File: src/rtl/simt_core_sequencer_if.sv
// Core-side bus of the SIMT sequencer: fetch handshake, decoded instruction class,
// per-lane ALU flags, LSU requests/completions and register-file write strobes.
interface simt_core_sequencer_if #(
  parameter int THREADS_PER_BLOCK     = 4,
  parameter int PROGRAM_MEM_ADDR_BITS = 8
);
  logic                               fetch_enable;
  logic                               fetch_done;
  logic                               is_alu;
  logic                               is_cmp;
  logic                               is_const;
  logic                               is_ldr;
  logic                               is_str;
  logic                               is_branch;
  logic                               is_halt;
  logic [2:0]                         condition;
  logic [PROGRAM_MEM_ADDR_BITS-1:0]   branch_target;
  logic [3*THREADS_PER_BLOCK-1:0]     alu_nzp;
  logic [THREADS_PER_BLOCK-1:0]       lsu_load_enable;
  logic [THREADS_PER_BLOCK-1:0]       lsu_store_enable;
  logic [THREADS_PER_BLOCK-1:0]       lsu_done;
  logic [THREADS_PER_BLOCK-1:0]       reg_write_enable;
  logic [1:0]                         reg_write_sel;

  modport master (
    output fetch_enable, lsu_load_enable, lsu_store_enable, reg_write_enable, reg_write_sel,
    input  fetch_done, is_alu, is_cmp, is_const, is_ldr, is_str, is_branch, is_halt,
           condition, branch_target, alu_nzp, lsu_done
  );

  modport slave (
    input  fetch_enable, lsu_load_enable, lsu_store_enable, reg_write_enable, reg_write_sel,
    output fetch_done, is_alu, is_cmp, is_const, is_ldr, is_str, is_branch, is_halt,
           condition, branch_target, alu_nzp, lsu_done
  );
endinterface

File: src/rtl/simt_core_sequencer.sv
// Per-core control sequencer: owns PC, per-lane NZP flags and the active mask, steps each
// instruction through fetch/decode/mem/execute/update, detects branch divergence and runs a watchdog.
module simt_core_sequencer #(
  parameter int THREADS_PER_BLOCK     = 4,
  parameter int PROGRAM_MEM_ADDR_BITS = 8,
  parameter int WATCHDOG_CYCLES       = 1023
) (
  input  logic                                  clk,
  input  logic                                  reset,
  input  logic                                  start,
  input  logic [$clog2(THREADS_PER_BLOCK):0]    thread_count,
  output logic                                  done,
  output logic                                  timeout,
  output logic                                  diverged,
  output logic [THREADS_PER_BLOCK-1:0]          active_threads,
  output logic [PROGRAM_MEM_ADDR_BITS-1:0]      pc,
  simt_core_sequencer_if.master                 core
);
  localparam int T    = THREADS_PER_BLOCK;
  localparam int A    = PROGRAM_MEM_ADDR_BITS;
  localparam int TC_W = $clog2(THREADS_PER_BLOCK) + 1;
  localparam int WD_W = $clog2(WATCHDOG_CYCLES + 1);
  localparam logic [WD_W-1:0] WD_LIMIT = WD_W'(WATCHDOG_CYCLES);

  typedef enum logic [2:0] {
    S_IDLE, S_FETCH, S_DECODE, S_MEM, S_EXECUTE, S_UPDATE, S_DONE
  } state_e;

  // Decoded class captured in DECODE so later phases do not depend on the decoder holding still.
  typedef struct packed {
    logic         alu;
    logic         cmp;
    logic         cnst;
    logic         ldr;
    logic         str;
    logic         branch;
    logic [2:0]   cond;
    logic [A-1:0] target;
  } instr_t;

  state_e              state_q, state_d;
  instr_t              instr_q, instr_d;
  logic [A-1:0]        pc_q, pc_d;
  logic [T-1:0][2:0]   nzp_q, nzp_d;
  logic [WD_W-1:0]     wd_q, wd_d;
  logic                timeout_q, timeout_d;
  logic                diverged_q, diverged_d;

  logic                running;
  logic                expired;
  logic                mem_ready;
  logic [T-1:0]        lane_agree;
  logic [T-1:0]        agree_active;
  logic                branch_take;
  logic                branch_mixed;

  always_comb begin
    for (int t = 0; t < T; t++) begin
      active_threads[t] = (thread_count > TC_W'(t));
    end
  end

  assign running   = (state_q != S_IDLE) && (state_q != S_DONE);
  assign expired   = running && (wd_q >= WD_LIMIT);
  assign mem_ready = ((core.lsu_done & active_threads) == active_threads);

  always_comb begin
    for (int t = 0; t < T; t++) begin
      lane_agree[t] = |(nzp_q[t] & instr_q.cond);
    end
  end

  assign agree_active = lane_agree & active_threads;
  // An empty mask never takes the branch: it falls through like "no lane agrees".
  assign branch_take  = (active_threads != '0) && (agree_active == active_threads);
  assign branch_mixed = (agree_active != '0) && (agree_active != active_threads);

  // NOTE: sequential state uses non-blocking assignments so every flop samples pre-edge values.
  always_ff @(posedge clk or posedge reset) begin
    if (reset) state_q <= S_IDLE;
    else       state_q <= state_d;
  end

  // NOTE: every combinational output gets a default first, so no path can infer a latch.
  always_comb begin
    state_d = state_q;
    if (expired) begin
      state_d = S_DONE;
    end else begin
      case (state_q)
        S_IDLE:    if (start) state_d = S_FETCH;
        S_FETCH:   if (core.fetch_done) state_d = S_DECODE;
        S_DECODE: begin
          if (core.is_halt)                   state_d = S_DONE;
          else if (core.is_ldr || core.is_str) state_d = S_MEM;
          else                                 state_d = S_EXECUTE;
        end
        S_MEM:     if (mem_ready) state_d = S_EXECUTE;
        S_EXECUTE: state_d = S_UPDATE;
        S_UPDATE:  state_d = S_FETCH;
        S_DONE:    if (!start) state_d = S_IDLE;
        default:   state_d = S_IDLE;
      endcase
    end
  end

  // The expiry cycle suppresses every strobe so a timeout pre-empts a pending write or request.
  always_comb begin
    core.fetch_enable     = 1'b0;
    core.lsu_load_enable  = '0;
    core.lsu_store_enable = '0;
    core.reg_write_enable = '0;
    core.reg_write_sel    = 2'd0;
    if (!expired) begin
      case (state_q)
        S_FETCH: core.fetch_enable = 1'b1;
        S_MEM: begin
          core.lsu_load_enable  = instr_q.ldr ? active_threads : '0;
          core.lsu_store_enable = instr_q.str ? active_threads : '0;
        end
        S_EXECUTE: begin
          if (instr_q.alu || instr_q.cnst || instr_q.ldr) core.reg_write_enable = active_threads;
          if (instr_q.ldr)       core.reg_write_sel = 2'd1;
          else if (instr_q.cnst) core.reg_write_sel = 2'd2;
        end
        default: ;
      endcase
    end
  end

  assign done     = (state_q == S_DONE);
  assign timeout  = timeout_q;
  assign diverged = diverged_q;
  assign pc       = pc_q;

  always_comb begin
    instr_d    = instr_q;
    pc_d       = pc_q;
    nzp_d      = nzp_q;
    wd_d       = wd_q;
    timeout_d  = timeout_q;
    diverged_d = diverged_q;
    if (state_q == S_IDLE) begin
      if (start) begin
        pc_d       = '0;
        wd_d       = '0;
        timeout_d  = 1'b0;
        diverged_d = 1'b0;
      end
    end else if (running) begin
      if (wd_q < WD_LIMIT) wd_d = wd_q + WD_W'(1);
      if (expired) begin
        timeout_d = 1'b1;
      end else begin
        case (state_q)
          S_DECODE: begin
            instr_d.alu    = core.is_alu;
            instr_d.cmp    = core.is_cmp;
            instr_d.cnst   = core.is_const;
            instr_d.ldr    = core.is_ldr;
            instr_d.str    = core.is_str;
            instr_d.branch = core.is_branch;
            instr_d.cond   = core.condition;
            instr_d.target = core.branch_target;
          end
          S_EXECUTE: begin
            if (instr_q.cmp) begin
              for (int t = 0; t < T; t++) begin
                if (active_threads[t]) nzp_d[t] = core.alu_nzp[3*t +: 3];
              end
            end
          end
          S_UPDATE: begin
            pc_d = pc_q + A'(1);
            if (instr_q.branch) begin
              if (branch_take)       pc_d       = instr_q.target;
              else if (branch_mixed) diverged_d = 1'b1;
            end
          end
          default: ;
        endcase
      end
    end
  end

  // NOTE: the NZP flags are a handful of flops, so they are reset with the rest of the state.
  always_ff @(posedge clk or posedge reset) begin
    if (reset) begin
      instr_q    <= '0;
      pc_q       <= '0;
      nzp_q      <= '0;
      wd_q       <= '0;
      timeout_q  <= 1'b0;
      diverged_q <= 1'b0;
    end else begin
      instr_q    <= instr_d;
      pc_q       <= pc_d;
      nzp_q      <= nzp_d;
      wd_q       <= wd_d;
      timeout_q  <= timeout_d;
      diverged_q <= diverged_d;
    end
  end
endmodule

File: src/flat_wrapper.sv
// flat-port wrapper written by rule: the top's interface ports become plain ports
module simt_core_sequencer_flat 
#(
  parameter int THREADS_PER_BLOCK     = 4,
  parameter int PROGRAM_MEM_ADDR_BITS = 8,
  parameter int WATCHDOG_CYCLES       = 1023
)
  (clk, reset, start, thread_count, done, timeout, diverged, active_threads, pc, core_fetch_enable, core_lsu_load_enable, core_lsu_store_enable, core_reg_write_enable, core_reg_write_sel, core_fetch_done, core_is_alu, core_is_cmp, core_is_const, core_is_ldr, core_is_str, core_is_branch, core_is_halt, core_condition, core_branch_target, core_alu_nzp, core_lsu_done);
  simt_core_sequencer_if #(.THREADS_PER_BLOCK(THREADS_PER_BLOCK), .PROGRAM_MEM_ADDR_BITS(PROGRAM_MEM_ADDR_BITS)) core_i ();
  input  logic clk;
  input  logic reset;
  input  logic start;
  input  logic [$clog2(THREADS_PER_BLOCK):0] thread_count;
  output logic done;
  output logic timeout;
  output logic diverged;
  output logic [THREADS_PER_BLOCK-1:0] active_threads;
  output logic [PROGRAM_MEM_ADDR_BITS-1:0] pc;
  output wire logic [$bits(core_i.fetch_enable)-1:0] core_fetch_enable;
  output wire logic [$bits(core_i.lsu_load_enable)-1:0] core_lsu_load_enable;
  output wire logic [$bits(core_i.lsu_store_enable)-1:0] core_lsu_store_enable;
  output wire logic [$bits(core_i.reg_write_enable)-1:0] core_reg_write_enable;
  output wire logic [$bits(core_i.reg_write_sel)-1:0] core_reg_write_sel;
  input wire logic [$bits(core_i.fetch_done)-1:0] core_fetch_done;
  input wire logic [$bits(core_i.is_alu)-1:0] core_is_alu;
  input wire logic [$bits(core_i.is_cmp)-1:0] core_is_cmp;
  input wire logic [$bits(core_i.is_const)-1:0] core_is_const;
  input wire logic [$bits(core_i.is_ldr)-1:0] core_is_ldr;
  input wire logic [$bits(core_i.is_str)-1:0] core_is_str;
  input wire logic [$bits(core_i.is_branch)-1:0] core_is_branch;
  input wire logic [$bits(core_i.is_halt)-1:0] core_is_halt;
  input wire logic [$bits(core_i.condition)-1:0] core_condition;
  input wire logic [$bits(core_i.branch_target)-1:0] core_branch_target;
  input wire logic [$bits(core_i.alu_nzp)-1:0] core_alu_nzp;
  input wire logic [$bits(core_i.lsu_done)-1:0] core_lsu_done;
  assign core_fetch_enable = core_i.fetch_enable;
  assign core_lsu_load_enable = core_i.lsu_load_enable;
  assign core_lsu_store_enable = core_i.lsu_store_enable;
  assign core_reg_write_enable = core_i.reg_write_enable;
  assign core_reg_write_sel = core_i.reg_write_sel;
  assign core_i.fetch_done = core_fetch_done;
  assign core_i.is_alu = core_is_alu;
  assign core_i.is_cmp = core_is_cmp;
  assign core_i.is_const = core_is_const;
  assign core_i.is_ldr = core_is_ldr;
  assign core_i.is_str = core_is_str;
  assign core_i.is_branch = core_is_branch;
  assign core_i.is_halt = core_is_halt;
  assign core_i.condition = core_condition;
  assign core_i.branch_target = core_branch_target;
  assign core_i.alu_nzp = core_alu_nzp;
  assign core_i.lsu_done = core_lsu_done;
  simt_core_sequencer #(.THREADS_PER_BLOCK(THREADS_PER_BLOCK), .PROGRAM_MEM_ADDR_BITS(PROGRAM_MEM_ADDR_BITS), .WATCHDOG_CYCLES(WATCHDOG_CYCLES)) u_core (.clk(clk), .reset(reset), .start(start), .thread_count(thread_count), .done(done), .timeout(timeout), .diverged(diverged), .active_threads(active_threads), .pc(pc), .core(core_i));
endmodule
File: config.mk
export PLATFORM = sky130hd
export DESIGN_NAME = simt_core_sequencer_flat
export DESIGN_NICKNAME = d
export VERILOG_FILES = /design/src/rtl/simt_core_sequencer_if.sv /design/src/rtl/simt_core_sequencer.sv /design/src/flat_wrapper.sv
export SDC_FILE = /design/constraint.sdc
export NUM_CORES = 1
export LEC_CHECK = 0
export ABC_CLOCK_PERIOD_IN_PS = 2800
export BUFFER_PORTS_ARGS = -buffer_cell sky130_fd_sc_hd__buf_2
export CAP_MARGIN = 5
export CORE_UTILIZATION = 50
export DETAILED_ROUTE_END_ITERATION = 6
export GPL_ROUTABILITY_DRIVEN = 0
export GPL_TIMING_DRIVEN = 0
export PLACE_DENSITY = 0.8
export RECOVER_POWER = 50
export SYNTH_ARGS = -nofsm -noshare
export SYNTH_HDL_FRONTEND = slang
export SYNTH_SLANG_ARGS = --single-unit
File: constraint.sdc
create_clock -name clk -period 2.8 [get_ports clk]
set_input_delay 0.14 -clock clk [delete_from_list [all_inputs] [get_ports clk]]
set_output_delay 0.14 -clock clk [all_outputs]
set_load 0.1 [all_outputs]
==> impl_results.rst, run 1 <==
.. list-table::
   :header-rows: 1

   * - Metric
     - Value
   * - Compound-Gate Fraction of Synth Area
     - 16.08%
   * - Unique masters post-synth
     - 52
   * - Area leader, netlist
     - sky130_fd_sc_hd__dfrtp_1
   * - Full die area
     - 6163 um2
   * - Power density normalized to cell area
     - 1157 nW/um2
   * - Maximum number of pins on one net before global-route repair
     - 41
   * - DR vias
     - 2613
   * - Adder-cell area share of the yosys netlist
     - 0.8551%
   * - Top post-synthesis cells by area
     - sky130_fd_sc_hd__dfrtp_1 (44%), sky130_fd_sc_hd__mux2_2 (11%), sky130_fd_sc_hd__nand3_1 (3.8%)
   * - Maximum Capacitance Violations
     - 0
   * - Reg-to-reg critical path endpoint
     - u_core.instr_q[9]
   * - Multiplexer share of the synthesized area
     - 12.53%
   * - Total of fill cells in the finished design
     - 500
   * - Share of synthesized flip-flops with an asynchronous set or reset
     - 100.0%
   * - Worst Tran Pin Value
     - 1.174 ns
   * - Final critical-path required period
     - 2.581 ns
   * - Global router's overall resource usage
     - 23.01%
   * - Clock edge transition at the registers on the reported setup and hold paths
     - 0.11 ns
   * - # rows
     - 27
   * - CTS tree
     - yes
   * - Total routed wirelength
     - 6.793 mm
   * - Growth of design area from synthesis to finish
     - 18.98%
   * - Status
     - completed
   * - Iteration count of the initial detailed-routing pass
     - 5
   * - Number of instances in the synthesized netlist
     - 295
   * - DRT antenna net count
     - 0
   * - Setup slack of the worst register-to-register path
     - 0.29 ns
   * - Share of synthesized area occupied by flip-flops and latches
     - 44.46%
   * - Antenna diode count
     - 0
   * - RSZ-0062 raised after global routing
     - false
   * - Fmax
     - 0.3875 GHz
   * - I/O pins
     - 71
   * - Cell area after layout
     - 3482 um2
   * - Post-route worst setup slack
     - 0.2192 ns
   * - Buffer type at the clock tree root
     - sky130_fd_sc_hd__clkbuf_8
   * - Delay-heaviest family, CP
     - simple AND/OR/NAND/NOR gates
   * - Worst path max stage delay
     - 0.43 ns
   * - Critical path fanouts, max
     - 7
   * - Worst min-delay path class
     - in2reg
   * - Count of input and output buffers
     - 70
   * - Kind of end point of the critical path
     - primary output
   * - Depth of the worst register-to-register path
     - 6
   * - Fraction of post-synthesis cell area in the top cell type by area
     - 44.46%
   * - CP bufs+invs
     - 1
   * - CP max-delay cell
     - sky130_fd_sc_hd__buf_2
   * - Clock buffers created by TritonCTS
     - 5
   * - Synth warnings
     - 0
   * - Largest family of logic cells by synthesized area
     - simple AND/OR/NAND/NOR gates
   * - Worst vdd ir
     - 0.0007567 V
   * - Post-synthesis simple-gate area fraction
     - 22.02%
   * - Setup violation total in the final timing report
     - 0
   * - Tcrit/Tclk final
     - 92.17%
   * - Initial standard-cell utilization of the core
     - 52.50%
   * - Via count of the first global-routing pass
     - 2439
   * - Clock insertion delay at the later pin of the skew report
     - 0.32 ns
   * - Number of clock sinks
     - 52
   * - Synthesized area per cell
     - 9.921 um2
   * - Max Root-Sink Buffers
     - 2
   * - Worst min-delay path startpoint
     - core_branch_target[2]
   * - Final HPWL DP
     - 4.970 mm
   * - Critical Path, Cell by Cell
     - ha_1 > nand3_1 > o31ai_2 > nor3_1 > o31ai_1 > nor2_1 > buf_2
   * - Final hold violation count
     - 0
   * - Average via count per standard cell
     - 5.846
   * - Net count after synthesis
     - 338
   * - Global route overflow
     - 0
   * - Antenna violations before repair
     - 0
   * - Slew Viols, Final
     - 0
   * - Die Width
     - 78.51 um
   * - Type of the worst setup path
     - reg2out
   * - Number of cells on the worst hold path
     - 2
   * - Total negative setup slack
     - 0 ns
   * - Global-route wire length before repair
     - 11.18 mm
   * - H-tree levels
     - 2
   * - Standby leakage power
     - 1.524 nW
   * - Startpoint type of the worst setup path
     - flop
   * - Cell area after placement
     - 3397 um2
   * - Wire per inst
     - 15.20 um
   * - Vertical extent of the die
     - 78.51 um
   * - Critical R2R Launch
     - u_core.wd_q[0]
   * - Core area
     - 5574 um2
   * - Post-place setup slack
     - 0.02473 ns
   * - Endpoint of the worst hold path
     - u_core.instr_q[2]
   * - Setup clock skew after layout
     - 0.01668 ns
   * - Multi-input gate area in the final layout
     - 1530 um2
   * - Number of storage elements in the synthesis netlist
     - 52
   * - Critical path arrival
     - 2.44 ns
   * - Number of design-rule violations left by the first detailed-router iteration
     - 194
   * - Register cell area after layout
     - 1301 um2
   * - Remaining max-slew budget at the tightest pin
     - 22.08%
   * - Xor/xnor share of the synthesized area
     - 0%
   * - Post-synth top flop
     - sky130_fd_sc_hd__dfrtp_1
   * - Synthesized area
     - 2927 um2
   * - Ratio of cells with drive above 1 in the final layout
     - 30.67%
   * - Endpoint required time on the critical path
     - 2.66 ns
   * - Number of flops mapped to enable cells by yosys
     - 0
   * - DR DRC count
     - 0
   * - Post-layout nets
     - 417
[final cells by class]
type | instances | area share (%)
buffer | 12 | 1.904
clock buffer | 5 | 1.976
clock inverter | 3 | 0.7546
inverter | 14 | 1.509
multi-input combinational | 217 | 43.95
sequential | 52 | 37.37
tap | 72 | 2.587
timing repair buffer | 72 | 9.953
[what timing repair did]
item	CTS	global route
hold endpoints to repair	12	0
setup buffers	0	0
setup endpoints to repair	0	15
resized for setup	0	2
hold buffers	1	0
[registers in the layout, summed over array words and instances, names as in the netlist]
| signal | flops |
|---|---|
| u_core.timeout | 1 |
| u_core.diverged | 1 |
| u_core.nzp_q | 12 |
| u_core.wd_q | 10 |
| u_core.state_q | 3 |
| u_core.pc | 8 |
| u_core.instr_q | 17 |
[worst max path at each step]
stage | from | to | slack (ns) | depth (start not counted)
after floorplan | u_core.wd_q[0] | core_reg_write_enable[0] | 0.02 | 6
final | u_core.wd_q[0] | core_reg_write_enable[1] | 0.22 | 7
after global routing | u_core.wd_q[0] | core_reg_write_enable[3] | 0.02 | 7
after CTS | u_core.wd_q[0] | u_core.instr_q[5] | 0.004 | 6
after detailed placement | u_core.wd_q[0] | u_core.instr_q[15] | 0.02 | 6
after global placement | u_core.wd_q[0] | u_core.instr_q[15] | 0.04 | 6
[where the power goes]
group / total (mW) / internal, mW / switching (mW)
registers: 1.34 / 1.07 / 0.265
clock network: 0.459 / 0.182 / 0.276
logic: 2.23 / 0.683 / 1.55
total: 4.03 / 1.94 / 2.09
[worst register-to-register path, cell delays in order, from the launching register on]
cell and delay, ns:
sky130_fd_sc_hd__dfrtp_1 0.42, sky130_fd_sc_hd__ha_1 0.25, sky130_fd_sc_hd__nand3_1 0.30, sky130_fd_sc_hd__nor3_2 0.18
sky130_fd_sc_hd__nor4b_4 0.63, sky130_fd_sc_hd__buf_6 0.26, sky130_fd_sc_hd__mux2_2 0.35
[stage by stage]
step / total power, mW / std cells / util (%) / hold WS, ns
2_1_floorplan: 3.136 / 295 / - / 0.2904
3_3_place_gp: 3.515 / 437 / 60.58 / 0.3722
3_5_place_dp: 3.580 / 438 / 60.94 / 0.1084
4_1_cts: 4.041 / 447 / 62.83 / 0.03337
5_1_grt: 4.269 / 447 / 62.47 / 0.03029
6_report: 4.029 / 447 / 62.47 / 0.04001
[Yosys cell counts, types with 2 or more instances]
library cell,number
sky130_fd_sc_hd__a222oi_1,4
sky130_fd_sc_hd__or4_1,3
sky130_fd_sc_hd__a211o_1,5
sky130_fd_sc_hd__o21ai_0,7
sky130_fd_sc_hd__o31ai_1,7
sky130_fd_sc_hd__inv_1,13
sky130_fd_sc_hd__mux2i_1,4
sky130_fd_sc_hd__buf_6,2
sky130_fd_sc_hd__nand3_1,22
sky130_fd_sc_hd__o22ai_1,2
sky130_fd_sc_hd__o311ai_1,3
sky130_fd_sc_hd__or2_2,4
sky130_fd_sc_hd__or3_1,8
sky130_fd_sc_hd__and2_1,5
sky130_fd_sc_hd__nor3_1,4
sky130_fd_sc_hd__dfrtp_1,52
sky130_fd_sc_hd__nor4_1,2
sky130_fd_sc_hd__nor3b_1,2
sky130_fd_sc_hd__nor2b_1,6
sky130_fd_sc_hd__mux2_2,29
sky130_fd_sc_hd__nand4_1,3
sky130_fd_sc_hd__nor4b_2,2
sky130_fd_sc_hd__a31oi_1,2
sky130_fd_sc_hd__nor2_1,27
sky130_fd_sc_hd__buf_2,2
sky130_fd_sc_hd__nand2_1,24
sky130_fd_sc_hd__clkbuf_1,7
sky130_fd_sc_hd__a21oi_1,16
sky130_fd_sc_hd__nand2b_1,4
sky130_fd_sc_hd__ha_1,2
[per-layer routing]
metal	global-route usage, %	vias to the layer above	share of wire [%]
met3	3.372	9	5.6
met4	6.481	0	1.4
met1	31.15	1264	45
met5	0	-	0
met2	38.26	93	48
li1	-	1247	-
[cells by family (layout without fill, tap and decap cells)]
kind of cell / Yosys count / after routing
buffers and inverters: 26 / 106
muxes: 33 / 33
adders and majority gates: 2 / 2
and+or+nand+nor: 122 / 122
DFF: 52 / 52
AOI/OAI and AO/OA: 60 / 60
[layout by cell type, fill, tap and decap left out, drive strengths merged, types with 3 or more instances in the layout]
| master | instances |
|---|---|
| buf | 60 |
| dfrtp | 52 |
| mux2 | 29 |
| clkbuf | 28 |
| nor2 | 27 |
| nand2 | 24 |
| nand3 | 22 |
| a21oi | 16 |
| inv | 15 |
| or3 | 8 |
| o21ai | 8 |
| o31ai | 8 |
| nor2b | 6 |
| and2 | 5 |
| a211o | 5 |
| nor3 | 5 |
| nand2b | 4 |
| mux2i | 4 |
| a222oi | 4 |
| or2 | 4 |
| o311ai | 4 |
| or4 | 4 |
| nand4 | 3 |
| nor4b | 3 |
No activity file was read; power rests on OpenSTA's default activity.
==> inputs of run 2 (changes only) <==
--- a/config.mk
+++ b/config.mk
@@ -5,14 +5,14 @@
 export SDC_FILE = /design/constraint.sdc
 export NUM_CORES = 1
 export LEC_CHECK = 0
-export ABC_CLOCK_PERIOD_IN_PS = 2800
+export ABC_CLOCK_PERIOD_IN_PS = 2290
 export BUFFER_PORTS_ARGS = -buffer_cell sky130_fd_sc_hd__buf_2
 export CAP_MARGIN = 5
-export CORE_UTILIZATION = 50
+export CORE_UTILIZATION = 48
 export DETAILED_ROUTE_END_ITERATION = 6
 export GPL_ROUTABILITY_DRIVEN = 0
 export GPL_TIMING_DRIVEN = 0
-export PLACE_DENSITY = 0.8
+export PLACE_DENSITY = 0.81
 export RECOVER_POWER = 50
 export SYNTH_ARGS = -nofsm -noshare
 export SYNTH_HDL_FRONTEND = slang
==> constraint.sdc (replaced) <==
create_clock -name clk -period 2.29 [get_ports clk]
set_input_delay 0.1145 -clock clk [delete_from_list [all_inputs] [get_ports clk]]
set_output_delay 0.1145 -clock clk [all_outputs]
set_load 0.1 [all_outputs]
==> run 2 against run 1 <==
Effect of this change:
- worst setup slack got worse by 0.15 ns
- clock power increased by 18%
- highest routed layer unchanged
- critical endpoint is now u_core.wd_q[9]
- routed wire length rose by 7.2%
- sequential power rose by 24%
- critical path depth is the same
- largest cell class unchanged
- non-clock buffer count grew 6
==> impl_results.rst, run 2 (synthesis gave the netlist of run 1 again) <==
.. list-table::
   :header-rows: 1

   * - Metric
     - Value
   * - Status
     - completed
   * - Largest register by flop count
     - u_core.instr_q
   * - Post-Place Cells
     - 441
   * - Final critical-path required period
     - 2.224 ns
   * - Global route overflow
     - 0
   * - Total power
     - 5.121 mW
   * - Maximum Capacitance Violations
     - 0
   * - Antenna diode count
     - 0
   * - Iteration count of the initial detailed-routing pass
     - 6
   * - Kind of end point of the critical path
     - flop
   * - DR DRC count
     - 0
   * - Total routed wirelength
     - 7.281 mm
   * - Worst path max stage delay
     - 0.43 ns
   * - Growth of design area from synthesis to finish
     - 25.61%
   * - Startpoint type of the worst setup path
     - flop
   * - Worst vdd ir
     - 0.0009951 V
   * - Total negative setup slack
     - 0 ns
   * - Cell area after placement
     - 3437 um2
   * - Most common library cell in the layout ignoring fill and taps
     - sky130_fd_sc_hd__dfrtp_1
   * - Number of design-rule violations left by the first detailed-router iteration
     - 203
   * - Power density normalized to cell area
     - 1393 nW/um2
   * - Flip-flop count of the largest register, all copies and words added
     - 17
   * - Worst min-delay path class
     - in2reg
   * - Post-layout nets
     - 423
   * - Global-route wire length before repair
     - 11.66 mm
   * - Initial standard-cell utilization of the core
     - 49.72%
   * - Top cell by count, worst path
     - sky130_fd_sc_hd__nor4_1
   * - Vertical extent of the die
     - 80.09 um
   * - Post-Route Hold Slack
     - 0.03234 ns
   * - Clock buffers created by TritonCTS
     - 5
   * - DRT antenna net count
     - 0
   * - Cell area after layout
     - 3676 um2
   * - Remaining max-slew budget at the tightest pin
     - 19.20%
   * - RSZ-0062 raised after global routing
     - false
   * - Delay-heaviest family, CP
     - simple AND/OR/NAND/NOR gates
   * - CP bufs+invs
     - 1
   * - Worst Tran Pin Value
     - 1.217 ns
   * - H-tree levels
     - 2
   * - Core area
     - 5886 um2
   * - Post-layout instance count excluding filler cells
     - 456
   * - DR vias
     - 2624
   * - CTS tree
     - yes
   * - Buffer type at the clock tree root
     - sky130_fd_sc_hd__clkbuf_8
   * - Maximum number of pins on one net before global-route repair
     - 43
   * - Via count of the first global-routing pass
     - 2482
   * - Commonest cells after routing, fill and taps aside
     - sky130_fd_sc_hd__dfrtp_1 (50), sky130_fd_sc_hd__buf_2 (45), sky130_fd_sc_hd__mux2_2 (29)
   * - # rows
     - 28
   * - Setup clock skew after layout
     - 0.009421 ns
   * - Critical path fanouts, max
     - 10
   * - Final hold violation count
     - 0
   * - Tcrit/Tclk final
     - 97.13%
   * - Leading registers by flop count
     - u_core.instr_q: 17 flops, u_core.nzp_q: 12 flops, u_core.wd_q: 10 flops
   * - Clock insertion delay at the later pin of the skew report
     - 0.31 ns
   * - Full die area
     - 6414 um2
   * - Max Root-Sink Buffers
     - 2
   * - Setup slack of the worst register-to-register path
     - 0.07 ns
   * - Wire per inst
     - 15.97 um
   * - Setup violation total in the final timing report
     - 0
   * - Slew Viols, Final
     - 0
   * - Average via count per standard cell
     - 5.754
   * - Ratio of cells with drive above 1 in the final layout
     - 35.96%
   * - Clock edge transition at the registers on the reported setup and hold paths
     - 0.10 ns
   * - I/O pins
     - 71
   * - Count of input and output buffers
     - 70
   * - Critical path arrival
     - 2.47 ns
   * - Final HPWL DP
     - 5.197 mm
   * - Type of the worst setup path
     - reg2reg
   * - Fmax
     - 0.4496 GHz
   * - Global router's overall resource usage
     - 23.74%
   * - CP max-delay cell
     - sky130_fd_sc_hd__dfrtp_1
   * - Antenna violations before repair
     - 0
   * - Die Width
     - 80.09 um
   * - Standby leakage power
     - 1.592 nW
   * - Endpoint required time on the critical path
     - 2.53 ns
   * - Number of clock sinks
     - 52
   * - Critical Path, Cell by Cell
     - ha_2 > nand3_4 > nor4_1 > o32a_2 > buf_2 > nor4_1 > mux2i_1
## run 2: cell types whose count changed in the layout (fill, tap and decap cells not counted), moves of 2 or more
| cell | change |
|---|---|
| sky130_fd_sc_hd__buf_4 | +15 |
| sky130_fd_sc_hd__buf_2 | -12 |
| sky130_fd_sc_hd__clkbuf_1 | -5 |
| sky130_fd_sc_hd__clkbuf_2 | +4 |
| sky130_fd_sc_hd__nor2_1 | -4 |
| sky130_fd_sc_hd__nor2_4 | +4 |
| sky130_fd_sc_hd__buf_6 | +3 |
| sky130_fd_sc_hd__nor3_4 | +3 |
| sky130_fd_sc_hd__clkinvlp_4 | -2 |
| sky130_fd_sc_hd__dfrtp_1 | -2 |
| sky130_fd_sc_hd__dfrtp_2 | +2 |
| sky130_fd_sc_hd__nor3_2 | -2 |
| sky130_fd_sc_hd__o31ai_4 | +2 |
## run 2: timing repair
item | 4_1_cts | 5_1_grt
buffers inserted | 2 | 4
endpoints found under the setup margin | 52 | 59
hold buffers | 1 | 0
endpoints found under the hold margin | 10 | 0
gates resized for setup | 18 | 17
pin swaps | 1 | 4
gates cloned | 0 | 0
## run 2: worst paths after layout
path                                  startpoint                 to  cells after the start
max                               u_core.wd_q[0]     u_core.wd_q[9]                      7
min                        core_branch_target[4]  u_core.instr_q[4]                      2
max reg2reg                       u_core.wd_q[0]     u_core.wd_q[9]                      7
min reg2reg                    u_core.instr_q[3]       u_core.pc[3]                      2
max in group asynchronous                  reset  u_core.instr_q[8]                      4
min in group asynchronous                  reset  u_core.state_q[1]                      3
## run 2: through the flow
stage          util [%]  worst slack, ns
3_3_place_gp      58.06          -0.4972
5_1_grt           62.46          0.01176
2_1_floorplan         -          -0.3169
3_5_place_dp      58.40          -0.5519
6_report          62.46          0.06576
4_1_cts           61.39         -0.06774
## run 2: per-layer routing
layer / vias to the layer above / global-route usage [%] / wire [um] / share of wire (%)
met5: - / 0 / 0 / 0
met4: 0 / 8.393 / 104 / 1.4
met3: 9 / 3.068 / 344 / 4.7
met2: 96 / 40.09 / 3648 / 50
met1: 1258 / 31.26 / 3184 / 44
li1: 1261 / - / - / -
## run 2: final cells by class
| class | instances | area (um2) |
|---|---|---|
| plain buffers | 12 | 70.07 |
| clock buffers | 5 | 68.82 |
| clock inverters | 3 | 22.52 |
| fillers | 493 | 2210 |
| inverters | 14 | 52.55 |
| multi-input cells | 217 | 1627 |
| flip-flops and latches | 52 | 1304 |
| well taps | 75 | 93.84 |
| repair buffers | 78 | 437.9 |
## run 2: worst reg2reg max path: stages, from the launching register on
cell,delay [ns]
sky130_fd_sc_hd__dfrtp_1,0.43
sky130_fd_sc_hd__ha_2,0.24
sky130_fd_sc_hd__nand3_4,0.17
sky130_fd_sc_hd__nor4_1,0.09
sky130_fd_sc_hd__o32a_2,0.43
sky130_fd_sc_hd__buf_2,0.20
sky130_fd_sc_hd__nor4_1,0.38
sky130_fd_sc_hd__mux2i_1,0.23
## run 2: where the power goes
part	internal, mW	switching, mW
registers	1.31	0.347
logic	0.946	1.97
clock network	0.220	0.322
total	2.48	2.64
==> inputs of run 3 (changes only) <==
--- a/config.mk
+++ b/config.mk
@@ -5,14 +5,14 @@
 export SDC_FILE = /design/constraint.sdc
 export NUM_CORES = 1
 export LEC_CHECK = 0
-export ABC_CLOCK_PERIOD_IN_PS = 2290
+export ABC_CLOCK_PERIOD_IN_PS = 2150
 export BUFFER_PORTS_ARGS = -buffer_cell sky130_fd_sc_hd__buf_2
 export CAP_MARGIN = 5
-export CORE_UTILIZATION = 48
+export CORE_UTILIZATION = 50
 export DETAILED_ROUTE_END_ITERATION = 6
 export GPL_ROUTABILITY_DRIVEN = 0
 export GPL_TIMING_DRIVEN = 0
-export PLACE_DENSITY = 0.81
+export PLACE_DENSITY = 0.8
 export RECOVER_POWER = 50
 export SYNTH_ARGS = -nofsm -noshare
 export SYNTH_HDL_FRONTEND = slang
==> constraint.sdc (replaced) <==
create_clock -name clk -period 2.15 [get_ports clk]
set_input_delay 0.1075 -clock clk [delete_from_list [all_inputs] [get_ports clk]]
set_output_delay 0.1075 -clock clk [all_outputs]
set_load 0.1 [all_outputs]
==> run 3 against run 2 <==
Effect of this change:
- the run now ends with setup timing left
- power rose by 16%
- clock skew fell by 0.0013 ns
- design area rose by 11%
- clock-buffer cell count did not move
- clock power rose by 8.7%
- die area fell by 3.9%
==> impl_results.rst, run 3 (synthesis gave the netlist of run 1 again) <==
.. list-table::
   :header-rows: 1

   * - Metric
     - Value
   * - Final critical-path required period
     - 2.184 ns
   * - Critical path fanouts, max
     - 6
   * - H-tree levels
     - 2
   * - Critical Path, Cell by Cell
     - ha_4 > nand3_4 > o31ai_4 > nor3_4 > o31ai_4 > nor2_2 > buf_12
   * - CP max-delay cell
     - sky130_fd_sc_hd__dfrtp_1
   * - CTS tree
     - yes
   * - Comb pwr share
     - 59.9%
   * - Total negative setup slack
     - -0.04637 ns
   * - RSZ-0062 raised after global routing
     - true
   * - Delay-heaviest family, CP
     - simple AND/OR/NAND/NOR gates
   * - Commonest cells after routing, fill and taps aside
     - sky130_fd_sc_hd__dfrtp_1 (49), sky130_fd_sc_hd__buf_2 (48), sky130_fd_sc_hd__mux2_2 (26)
   * - Iteration count of the initial detailed-routing pass
     - 5
   * - Remaining max-slew budget at the tightest pin
     - 21.55%
   * - Initial standard-cell utilization of the core
     - 52.50%
   * - Average via count per standard cell
     - 6.121
   * - Number of clock sinks
     - 52
   * - Reg-to-reg critical path endpoint
     - u_core.nzp_q[6]
   * - Relative contribution of sequential cells to total power
     - 30.2%
   * - Setup clock skew after layout
     - 0.008138 ns
   * - Critical R2R Launch
     - u_core.wd_q[1]
   * - Clock buffers created by TritonCTS
     - 5
   * - Type of the worst setup path
     - reg2out
   * - Via count of the first global-routing pass
     - 2683
   * - Total of fill cells in the finished design
     - 376
   * - GR Layer Usage met2
     - 46.35%
   * - Vertical extent of the die
     - 78.51 um
   * - Clock insertion delay at the later pin of the skew report
     - 0.32 ns
   * - Growth of design area from synthesis to finish
     - 39.93%
   * - Net switching power
     - 3.032 mW
   * - # rows
     - 27
   * - Post-layout nets
     - 442
   * - Global router's overall resource usage
     - 26.87%
   * - Violations in the final reports
     - setup timing
   * - Buffer type at the clock tree root
     - sky130_fd_sc_hd__clkbuf_8
   * - Tcrit/Tclk final
     - 101.6%
   * - Critical path arrival
     - 2.08 ns
   * - Leading registers by flop count
     - u_core.instr_q: 17 flops, u_core.nzp_q: 12 flops, u_core.wd_q: 10 flops
   * - Total routed wirelength
     - 8.758 mm
   * - Most common library cell in the layout ignoring fill and taps
     - sky130_fd_sc_hd__dfrtp_1
   * - Power density normalized to cell area
     - 1452 nW/um2
   * - I/O pins
     - 71
   * - Worst path max stage delay
     - 0.43 ns
   * - Worst setup startpoint
     - u_core.wd_q[1]
   * - Setup violation total in the final timing report
     - 2
   * - Slew Viols, Final
     - 0
   * - Maximum Capacitance Violations
     - 0
   * - Kind of end point of the critical path
     - primary output
   * - Endpoint of the worst hold path
     - u_core.instr_q[4]
   * - Top cell by count, worst path
     - sky130_fd_sc_hd__o31ai_4
   * - Full die area
     - 6163 um2
   * - Worst min-delay path class
     - in2reg
   * - CP bufs+invs
     - 1
   * - Core area
     - 5574 um2
   * - Final hold violation count
     - 0
   * - Total power
     - 5.945 mW
   * - Internal power summed over all cells
     - 2.912 mW
   * - Setup slack of the worst register-to-register path
     - 0.05 ns
   * - Met1 Track Usage GR
     - 33.61%
   * - Flip-flop count of the largest register, all copies and words added
     - 17
   * - Ratio of cells with drive above 1 in the final layout
     - 45.25%
   * - Post-route worst setup slack
     - -0.03450 ns
   * - DR DRC count
     - 0
   * - Global-route wire length before repair
     - 12.89 mm
   * - Worst vdd ir
     - 0.001022 V
   * - Max Root-Sink Buffers
     - 2
   * - Status
     - complete, but fails checks
   * - Die Width
     - 78.51 um
   * - Clock edge transition at the registers on the reported setup and hold paths
     - 0.10 ns
   * - Number of design-rule violations left by the first detailed-router iteration
     - 215
   * - Worst min-delay path startpoint
     - core_branch_target[4]
   * - Fmax
     - 0.4578 GHz
   * - Final HPWL DP
     - 5.228 mm
   * - Endpoint required time on the critical path
     - 2.04 ns
   * - Startpoint type of the worst setup path
     - flop
   * - DR vias
     - 2889
   * - Sw Share
     - 51.01%
   * - Count of input and output buffers
     - 70
   * - Finished Core Util
     - 73.47%
   * - Standby leakage power
     - 1.749 nW
   * - Number of cells on the worst hold path
     - 2
   * - Worst Tran Pin Value
     - 1.182 ns
   * - Depth of the worst register-to-register path
     - 7
   * - Antenna diode count
     - 0
   * - Global route overflow
     - 0
   * - DRT antenna net count
     - 0
   * - Routing layer with the top usage in global route
     - met2
   * - Maximum number of pins on one net before global-route repair
     - 44
   * - Met3 capacity usage during global routing
     - 5.465%
   * - Largest register by flop count
     - u_core.instr_q
   * - Antenna violations before repair
     - 0
   * - Power share of the clock group
     - 9.9%
   * - Wire per inst
     - 18.56 um
## run 3: what timing repair did
action                                  CTS  global route
pin swaps                                 5            12
resized for setup                        35            44
endpoints found under the setup margin   62            40
hold endpoints to repair                  9             0
hold buffers                              1             0
buffers inserted                          9            16
## run 3: cell type report
class | count | area [um2] | area share [%]
multi-input combinational | 217 | 1760 | 42.99
timing repair buffer | 97 | 709.4 | 17.32
tap | 72 | 90.09 | 2.200
clock inverter | 3 | 21.27 | 0.5194
sequential | 52 | 1305 | 31.87
inverter | 14 | 60.06 | 1.467
buffer | 12 | 80.08 | 1.955
clock buffer | 5 | 68.82 | 1.680
## run 3: power groups by stage
| stage | Clock (mW) | Combinational, mW | Sequential, mW |
|---|---|---|---|
| 2_1_floorplan | 0 | 2.00 | 2.18 |
| 3_3_place_gp | 0 | 2.93 | 1.74 |
| 3_5_place_dp | 0 | 3.01 | 1.76 |
| 4_1_cts | 0.594 | 3.23 | 1.76 |
| 5_1_grt | 0.635 | 3.75 | 1.86 |
| 6_report | 0.589 | 3.56 | 1.80 |
## run 3: routing by layer
metal | vias to the layer above | part of all wire (%)
met5 | - | 0
met4 | 0 | 2.8
met3 | 28 | 6.3
met2 | 145 | 53
met1 | 1418 | 38
li1 | 1298 | -
## run 3: metrics by stage
step / hold slack (ns) / instances / worst slack (ns) / area, um2
final: 0.01321 / 472 / -0.03450 / 4095
after global routing: 0.006794 / 472 / -0.08627 / 4095
after CTS: 0.004925 / 456 / -0.004671 / 3831
after detailed placement: 0.04818 / 438 / -0.7126 / 3515
after global placement: 0.3396 / 437 / -0.6218 / 3495
after floorplan: 0.2560 / 295 / -0.2553 / 3054
## run 3: worst max path at each step
stage,to,slack (ns),cells past startpoint
global placement,u_core.instr_q[15],-0.62,6
finish,core_reg_write_enable[1],-0.03,7
floorplan,core_reg_write_enable[0],-0.26,6
CTS,u_core.nzp_q[6],-0.005,5
global route,core_reg_write_enable[1],-0.09,7
detailed placement,u_core.instr_q[8],-0.71,6
